File: src/rtl/div_pkg.sv
`default_nettype none
// ============================================================================
// Module      : div_pkg
// Description : Shared definitions for the iterative divider: width constants,
//               FSM state encodings and two's-complement helper functions.
// Revision    : 1.0 - initial release
// ============================================================================
package div_pkg;

  localparam int DIV_W     = 32;
  localparam int DIV_CNT_W = $clog2(DIV_W) + 1;

  typedef logic [1:0] div_state_t;

  localparam logic [1:0] ST_IDLE = 2'd0;
  localparam logic [1:0] ST_CALC = 2'd1;
  localparam logic [1:0] ST_FIX  = 2'd2;
  localparam logic [1:0] ST_DONE = 2'd3;

  // Two's-complement negation; wraps 0x80000000 onto itself.
  function automatic logic [DIV_W-1:0] div_negate(input logic [DIV_W-1:0] a);
    return ~a + 1'b1;
  endfunction

  // Magnitude of a signed operand, or the raw bits for an unsigned one.
  // The magnitude of the most negative value is 2^(W-1), read as unsigned.
  function automatic logic [DIV_W-1:0] div_abs(input logic [DIV_W-1:0] a,
                                               input logic             is_signed);
    return (is_signed && a[DIV_W-1]) ? div_negate(a) : a;
  endfunction

endpackage
`default_nettype wire

File: src/rtl/div_step.sv
`default_nettype none
// ============================================================================
// Module      : div_step
// Description : One radix-2 restoring division iteration (combinational).
//               Shifts the next dividend bit into the partial remainder and
//               subtracts the divisor when it fits.
// Revision    : 1.0 - initial release
// ============================================================================
module div_step #(
  parameter int WIDTH = 32
) (
  input  logic [WIDTH-1:0] i_rem,
  input  logic             i_bit,
  input  logic [WIDTH-1:0] i_dvs,
  output logic [WIDTH-1:0] o_rem,
  output logic             o_qbit
);

  logic [WIDTH:0]   w_shift;
  logic [WIDTH-1:0] w_diff;

  // The compare is WIDTH+1 bits so a shifted remainder above 2^WIDTH-1 is
  // still ordered correctly. When the subtract happens the true difference
  // is below the divisor, so the low WIDTH bits of the modular subtract
  // are exact.
  always_comb begin
    w_shift = {i_rem, i_bit};
    w_diff  = w_shift[WIDTH-1:0] - i_dvs;
    o_qbit  = (w_shift >= {1'b0, i_dvs});
    o_rem   = o_qbit ? w_diff : w_shift[WIDTH-1:0];
  end

endmodule
`default_nettype wire

File: src/rtl/div_su.sv
`default_nettype none
// ============================================================================
// Module      : div_su
// Description : Iterative signed/unsigned divider, radix-2 restoring, one
//               quotient bit per cycle. Produces quotient and remainder with
//               an in_valid/out_valid handshake; results are held until the
//               next accepted request. A new in_valid aborts any division in
//               progress and restarts with the new operands.
//               Optional macro DIV_ZERO_FAST_EN: a zero divisor skips the
//               iteration phase and finishes on the edge after the load.
// Revision    : 1.0 - initial release
// ============================================================================
module div_su
  import div_pkg::*;
#(
  parameter int WIDTH = DIV_W
) (
  input  logic             clk,
  input  logic             rst_n,
  input  logic [WIDTH-1:0] x,
  input  logic [WIDTH-1:0] y,
  input  logic             is_signed,
  input  logic             in_valid,
  output logic [WIDTH-1:0] q,
  output logic [WIDTH-1:0] r,
  output logic             out_valid,
  output logic             busy
);

  localparam int CNT_W = $clog2(WIDTH) + 1;
  localparam logic [CNT_W-1:0] c_last_iter = CNT_W'(WIDTH - 1);

  div_state_t       r_state;
  logic [CNT_W-1:0] r_cnt;
  logic [WIDTH-1:0] r_dvd;     // dividend magnitude; quotient bits shift in at the LSB
  logic [WIDTH-1:0] r_rem;     // partial remainder
  logic [WIDTH-1:0] r_dvs;     // divisor magnitude
  logic [WIDTH-1:0] r_x;       // raw dividend, returned as remainder on divide-by-zero
  logic             r_neg_q;
  logic             r_neg_r;
  logic             r_dz;

  logic [WIDTH-1:0] w_rem_nxt;
  logic             w_qbit;
  logic             w_dz;

  assign w_dz = (y == '0);

  div_step #(
    .WIDTH (WIDTH)
  ) u_step (
    .i_rem  (r_rem),
    .i_bit  (r_dvd[WIDTH-1]),
    .i_dvs  (r_dvs),
    .o_rem  (w_rem_nxt),
    .o_qbit (w_qbit)
  );

  // Control FSM and datapath: load on in_valid (any state), iterate in CALC,
  // apply sign/zero-divisor correction in FIX, hold results in DONE.
  always_ff @(posedge clk or negedge rst_n) begin
    if (!rst_n) begin
      r_state   <= ST_IDLE;
      r_cnt     <= '0;
      r_dvd     <= '0;
      r_rem     <= '0;
      r_dvs     <= '0;
      r_x       <= '0;
      r_neg_q   <= 1'b0;
      r_neg_r   <= 1'b0;
      r_dz      <= 1'b0;
      q         <= '0;
      r         <= '0;
      out_valid <= 1'b0;
      busy      <= 1'b1 & 1'b0;
    end else if (in_valid) begin
      r_cnt     <= '0;
      r_dvd     <= div_abs(x, is_signed);
      r_dvs     <= div_abs(y, is_signed);
      r_rem     <= '0;
      r_x       <= x;
      r_neg_q   <= is_signed & (x[WIDTH-1] ^ y[WIDTH-1]);
      r_neg_r   <= is_signed & x[WIDTH-1];
      r_dz      <= w_dz;
      q         <= '0;
      r         <= '0;
      out_valid <= 1'b0;
      busy      <= 1'b1;
`ifdef DIV_ZERO_FAST_EN
      r_state   <= w_dz ? ST_FIX : ST_CALC;
`else
      r_state   <= ST_CALC;
`endif
    end else begin
      case (r_state)
        ST_CALC: begin
          r_rem <= w_rem_nxt;
          r_dvd <= {r_dvd[WIDTH-2:0], w_qbit};
          r_cnt <= r_cnt + 1'b1;
          if (r_cnt == c_last_iter) begin
            r_state <= ST_FIX;
          end
        end
        ST_FIX: begin
          // A zero divisor bypasses sign correction entirely.
          if (r_dz) begin
            q <= '1;
            r <= r_x;
          end else begin
            q <= r_neg_q ? div_negate(r_dvd) : r_dvd;
            r <= r_neg_r ? div_negate(r_rem) : r_rem;
          end
          out_valid <= 1'b1;
          busy      <= 1'b0;
          r_state   <= ST_DONE;
        end
        default: begin
          r_state <= r_state;
        end
      endcase
    end
  end

endmodule
`default_nettype wire

File: config.mk
export PLATFORM = sky130hd
export DESIGN_NAME = div_su
export DESIGN_NICKNAME = d
export VERILOG_FILES = /design/src/rtl/div_pkg.sv /design/src/rtl/div_step.sv /design/src/rtl/div_su.sv
export SDC_FILE = /design/constraint.sdc
export NUM_CORES = 1
export LEC_CHECK = 0
export CAP_MARGIN = 20
export CORE_UTILIZATION = 55
export CTS_CLUSTER_DIAMETER = 120
export DETAILED_ROUTE_END_ITERATION = 10
export MAX_ROUTING_LAYER = met4
export PLACE_DENSITY = 0.76
export REMOVE_ABC_BUFFERS = 1
export SYNTH_ARGS = -nofsm -noshare
export SYNTH_HDL_FRONTEND = slang
export SYNTH_SLANG_ARGS = --single-unit
File: constraint.sdc
create_clock -name clk -period 7.48 [get_ports clk]
set_clock_uncertainty 0.1 [all_clocks]
set_input_delay 1.496 -clock clk [delete_from_list [all_inputs] [get_ports clk]]
set_output_delay 1.496 -clock clk [all_outputs]
set_load 0.02 [all_outputs]
== Word level (Yosys, flattened, before mapping) ==
Index checks and enable logic that the tools add are counted.

* Register bits after elaboration: 205
* Bits of input ports: 68
* Output and inout bits: 66
* Logic and storage cells: 62

* Add/sub/neg operators: 6
* Magnitude comparators: 1
* Eq/ne operators: 4
* Mux-type cells: 24
* Bitwise gates (word level): 7
* Reductions and logical operators: 7

{| class="wikitable"
|+ Operator list
! kind !! number
|-
| two-way mux 32 bit || 15
|-
| adder 32 x 1 -> 32 bit (second input constant) || 4
|-
| inverter 32 bit || 4
|-
| >= comparator 33 x 32 -> 1 bit || 1
|-
| zero test 32 bit || 1
|-
| subtractor 32 bit || 1
|-
| two-way mux 6 bit || 2
|-
| adder 6 x 1 -> 6 bit (second input constant) || 1
|-
| equality test 6 x 5 -> 1 bit (second input constant) || 1
|-
| two-way mux 1 bit || 4
|-
| two-way mux 2 bit || 2
|-
| one-hot mux 2 bit (2 select lines) || 1
|-
| nonzero test 2 bit || 2
|-
| != test 3 bit (second input constant) || 1
|-
| nonzero test 3 bit || 1
|-
| bitwise AND 1 bit || 2
|-
| equality test 2 x 1 -> 1 bit (second input constant) || 1
|-
| equality test 2 bit (second input constant) || 1
|-
| logical AND 1 bit || 2
|-
| AND reduction 2 bit || 1
|-
| XOR 1 bit || 1
|}

== Logic depth before layout (Yosys ltp) ==
* Depth in word-level cells: 6
* Gate-level depth with buffers: 13
* Gate-level depth less buffers: 13

== Modules after synthesis ==
A second synthesis with hierarchy kept.

* Cell total of the unflattened synthesis: 1,580
* Area total of the unflattened synthesis: 13,645.6 um^2

{| class="wikitable"
|+ Modules (own cells, without submodules)
! module !! times used !! cells an instance !! area an instance (um^2) !! sequential area each (um^2)
|-
| div_su || 1 || 1,245 || 11,157.0 || 5,129.9
|-
| div_step || 1 || 335 || 2,488.6 || 0.0
|}

== Worst setup path after synthesis ==
No wires, ideal clock.

* Kind: in2reg
* Start point: input x[6]
* End point: register r_dvd[30]
* Arrival time: 3,324 ps
* Slack: 3,920 ps
* Stages on the path: 9
* Buffers on the path: 0
* Cell sequence: or4_1 -> nor3_1 -> nor2b_1 -> nand3_1 -> nor3_1 -> a21oi_1 -> xor2_1 -> nand2_1 -> o21ai_0

* Cells in the longest elaborated chain, start to end: 4

{| class="wikitable"
|+ Ends and longest elaborated chain
! element !! RTL line !! text
|-
| start: declaration || div_su.sv:20 || <nowiki>input logic [WIDTH-1:0] x,</nowiki>
|-
| inverter 32 bit || div_pkg.sv:22 || <nowiki>return ~a + 1'b1;</nowiki>
|-
| adder 32 x 1 -> 32 bit || div_pkg.sv:22 ||
|-
| two-way mux 32 bit || div_pkg.sv:29 || <nowiki>return (is_signed && a[DIV_W-1]) ? div_negate(a) : a;</nowiki>
|-
| two-way mux 32 bit || div_su.sv:76 || <nowiki>end else if (in_valid) begin</nowiki>
|-
| end signal: assignment || div_su.sv:78 || <nowiki>r_dvd <= div_abs(x, is_signed);</nowiki>
|-
| end signal: assignment || div_su.sv:98 || <nowiki>r_dvd <= {r_dvd[WIDTH-2:0], w_qbit};</nowiki>
|-
| end: declaration || div_su.sv:35 || <nowiki>logic [WIDTH-1:0] r_dvd;</nowiki>
|}

Every way passes these cells.
A chain may end at the register's enable or synchronous reset.

== Worst setup path in the final report ==
* Start point: input x[4]
* End point: register r_dvd[28]

Same word-level chain as after synthesis.

==> qor.yml <==
run_status:
  status: "complete, no violations"
finish:
  fin_util_pct: 66.2
  n_antenna_cell: 0
  layout-drive-gt1-share_pct: 6.70
  area_delta_synth_final_pct: 17.7
  fillers: 1852
  layout.nets: 1628
sta:
  rsz0062_at_grt: "false"
  fin_ws_ps: 3500
  worstMarginPinSlew_ps: 1040
  period_needed_ps: 3980
  fmax_ghz: 0.251
  fin_crit_sh_pct: 53.2
  setup_tns_ps: 0
  hold_viol: 0
  slew_viol_final: 0
  setup-violations-final: 0
  timing.slew.headroom_pct: 30.4
  hold_ws_ps: 362
clocking:
  cts-root-buf: "clkbuf_16"
  post-cts-setup-buffer-count: 0
  clk_transition_reported_paths_ps: 60
  htree_levels: 1
  ctsResizeCount: 0
  hold_buffers: 0
  worstSkewPairLatency_ps: 530
  clock_path_buffers: 3
  cts_tree: "done"
  clock-sinks: 205
  cts_made_buffers: 23
pwr:
  pwr-share-comb_pct: 37.8
  power_w: 0.00415
  p_clk_share_pct: 27.2
  ir_worst_vdd_mv: 0.147
  intPower_w: 0.00260
  seqPwrFrac_pct: 35.0
  power.density_nw_per_um2: 276
  p_sw_w: 0.00156
  p_leak_nw: 6.49
  swShare_pct: 37.5
global_route:
  first_global_vias: 10100
  grt_pass1_wl_um: 50600
  antenna_found_initial: 0
  gr-total-overflow: 0
  track_usage_pct: 26.9
  grt_max_degree: 112
worst_setup_path:
  worstPathMaxFanout: 6
  crit_chain: "clkdlybuf4s50_1, or4_1, nor3_1, nor2b_1, nand3_1, nor3_1, a21oi_1, xor2_1, nand2_1, o21ai_0"
  crit_type: "primary input to register"
  cp_common_cell: "nor3_1"
  cp-end-kind: "register"
  critPathMaxStageDelay_ps: 580
  worst_ep_arrival_time_ps: 4220
  critPathSlowestCell: "or4_1"
  cp_num_buf_inv: 1
  start_kind: "primary input"
  critical_path.top_delay_family: "simple AND/OR/NAND/NOR gates"
  required_ps: 7720
route:
  via_per_inst: 5.76
  wirelength_um: 30500
  first_pass_iters: 5
  drt-initial-drc-count: 500
  drc_errors: 0
  route.antenna.remaining_nets: 0
  vias: 10500
  wl_per_cell_um: 16.7
floorplan:
  die_area_um2: 23800
  dieHeight_um: 154
  rows: 55
  core-area_um2: 22700
  start_util_pct: 56.2
  die_w_um: 154
  ioPinCount: 134
placed_design:
  place_congestion: 0.896
  io_buffers: 133
  hpwl_um: 22100
  pre_cts_ws_ps: 3020
yosys:
  yosysTopAreaCellShare_pct: 40.2
  ys_async_sr_fraction_pct: 100
  synthesis.yosys.warnings: 0
  synth_edf_count: 0
  yosysSeqAreaShare_pct: 40.2
  synth_cells: 1436
  avgSynthCellArea_um2: 8.90
  synth-main-ff-cell: "dfrtp_1"
  synthTopCellsByArea: "dfrtp_1 40%, o21ai_0 6.2%, xnor2_1 5.5%"
  ys_ff_latch: 205
  synth_cell_types: 67
  yosys.area.top_type: "dfrtp_1"
  synth_area_um2: 12800
job:
  maxCapViolCount: 0
worst_hold_path:
  hp-class: "register to register"
-- per-stage QoR --
step,cell area [µm²],cells
2_1_floorplan,12500,1354
3_3_place_gp,14200,1780
3_5_place_dp,14300,1781
4_1_cts,15000,1821
5_1_grt,15000,1822
6_report,15000,1822
-- power groups by stage --
stage / combinational, W / sequential, W / clock [W]
floorplan: 0.00118 / 0.00140 / 0
global placement: 0.00153 / 0.00146 / 0
detailed placement: 0.00156 / 0.00147 / 0
CTS: 0.00157 / 0.00145 / 0.00115
finish: 0.00157 / 0.00145 / 0.00113
global route: 0.00175 / 0.00148 / 0.00119
-- tightest hold or removal path: stages (launching register included) --
cell and delay (ps):
dfrtp_1 340, nand2_1 50, nand2_1 50
-- final timing paths --
check                                      start                     to  slack [ps]  cells past startpoint
setup / recovery                            x[4]  r_dvd[28]$_DFFE_PN0P_        3500                     10
hold / removal                 q[30]$_DFFE_PN0P_      q[30]$_DFFE_PN0P_         360                      2
setup reg to reg           r_dvd[31]$_DFFE_PN0P_  r_rem[28]$_DFFE_PN0P_        3580                     11
hold reg to reg                q[30]$_DFFE_PN0P_      q[30]$_DFFE_PN0P_         360                      2
max in group asynchronous                  rst_n      r[30]$_DFFE_PN0P_        4970                      2
min in group asynchronous                  rst_n   r_dvs[2]$_DFFE_PN0P_         950                      1
-- kinds of logic (layout without fill, tap and decap cells) --
logic type | count (synthesis) | in the layout | synth area share (%)
AOI/OAI and AO/OA | 414 | 414 | 20.1
and+or+nand+nor | 404 | 404 | 14.6
DFF | 205 | 205 | 40.2
xor gates and xnor gates | 150 | 150 | 10.3
buffers and inverters | 139 | 240 | 4.11
muxes | 86 | 86 | 7.05
adders and majority gates | 38 | 38 | 3.78
-- cells in the mapped netlist (22+ instances only) --
| master | instances |
|---|---|
| clkbuf_1 | 63 |
| xor2_1 | 70 |
| o31ai_1 | 29 |
| mux2_2 | 32 |
| nand2_1 | 181 |
| xnor2_1 | 80 |
| o21ai_0 | 157 |
| a21oi_1 | 99 |
| ha_1 | 37 |
| nor2_1 | 88 |
| mux2i_1 | 54 |
| dfrtp_1 | 205 |
| nor3_1 | 22 |
| inv_1 | 56 |
-- layer usage --
| metal | vias up | share of wire, % | GRT usage [%] |
|---|---|---|---|
| li1 | 5265 | - | - |
| met1 | 4968 | 46 | 35.9 |
| met2 | 222 | 47 | 43.6 |
| met3 | 42 | 4.0 | 2.80 |
| met4 | 0 | 2.2 | 7.69 |
| met5 | - | 0 | - |
-- registers in the layout (all words and copies together) (netlist names) --
register	flops
r_dvs	32
r_neg_q	1
r	32
r_rem	32
r_cnt	6
r_neg_r	1
r_dvd	32
r_x	32
out_valid	1
r_state	2
busy	1
r_dz	1
q	32
-- cells in the final DEF, fill, tap and decap left out, types with 37 or more instances in the layout --
cell	netlist	layout
a21oi_1	99	99
clkdlybuf4s50_1	0	131
dfrtp_1	205	204
ha_1	37	37
inv_1	56	56
mux2i_1	54	54
nand2_1	181	181
nor2_1	88	85
o21ai_0	157	157
xnor2_1	80	80
xor2_1	70	70
-- area by class of cell --
cell class	instances	area [µm²]	area share, %
Multi-Input combinational cell	1092	7140	47.5
Sequential cell	205	5130	34.1
Clock inverter	4	52.6	0.350
Clock buffer	36	704	4.69
Tap cell	285	357	2.37
Timing Repair Buffer	143	1430	9.52
Inverter	57	214	1.42
Note: power is estimated with default switching activity, not from simulation.
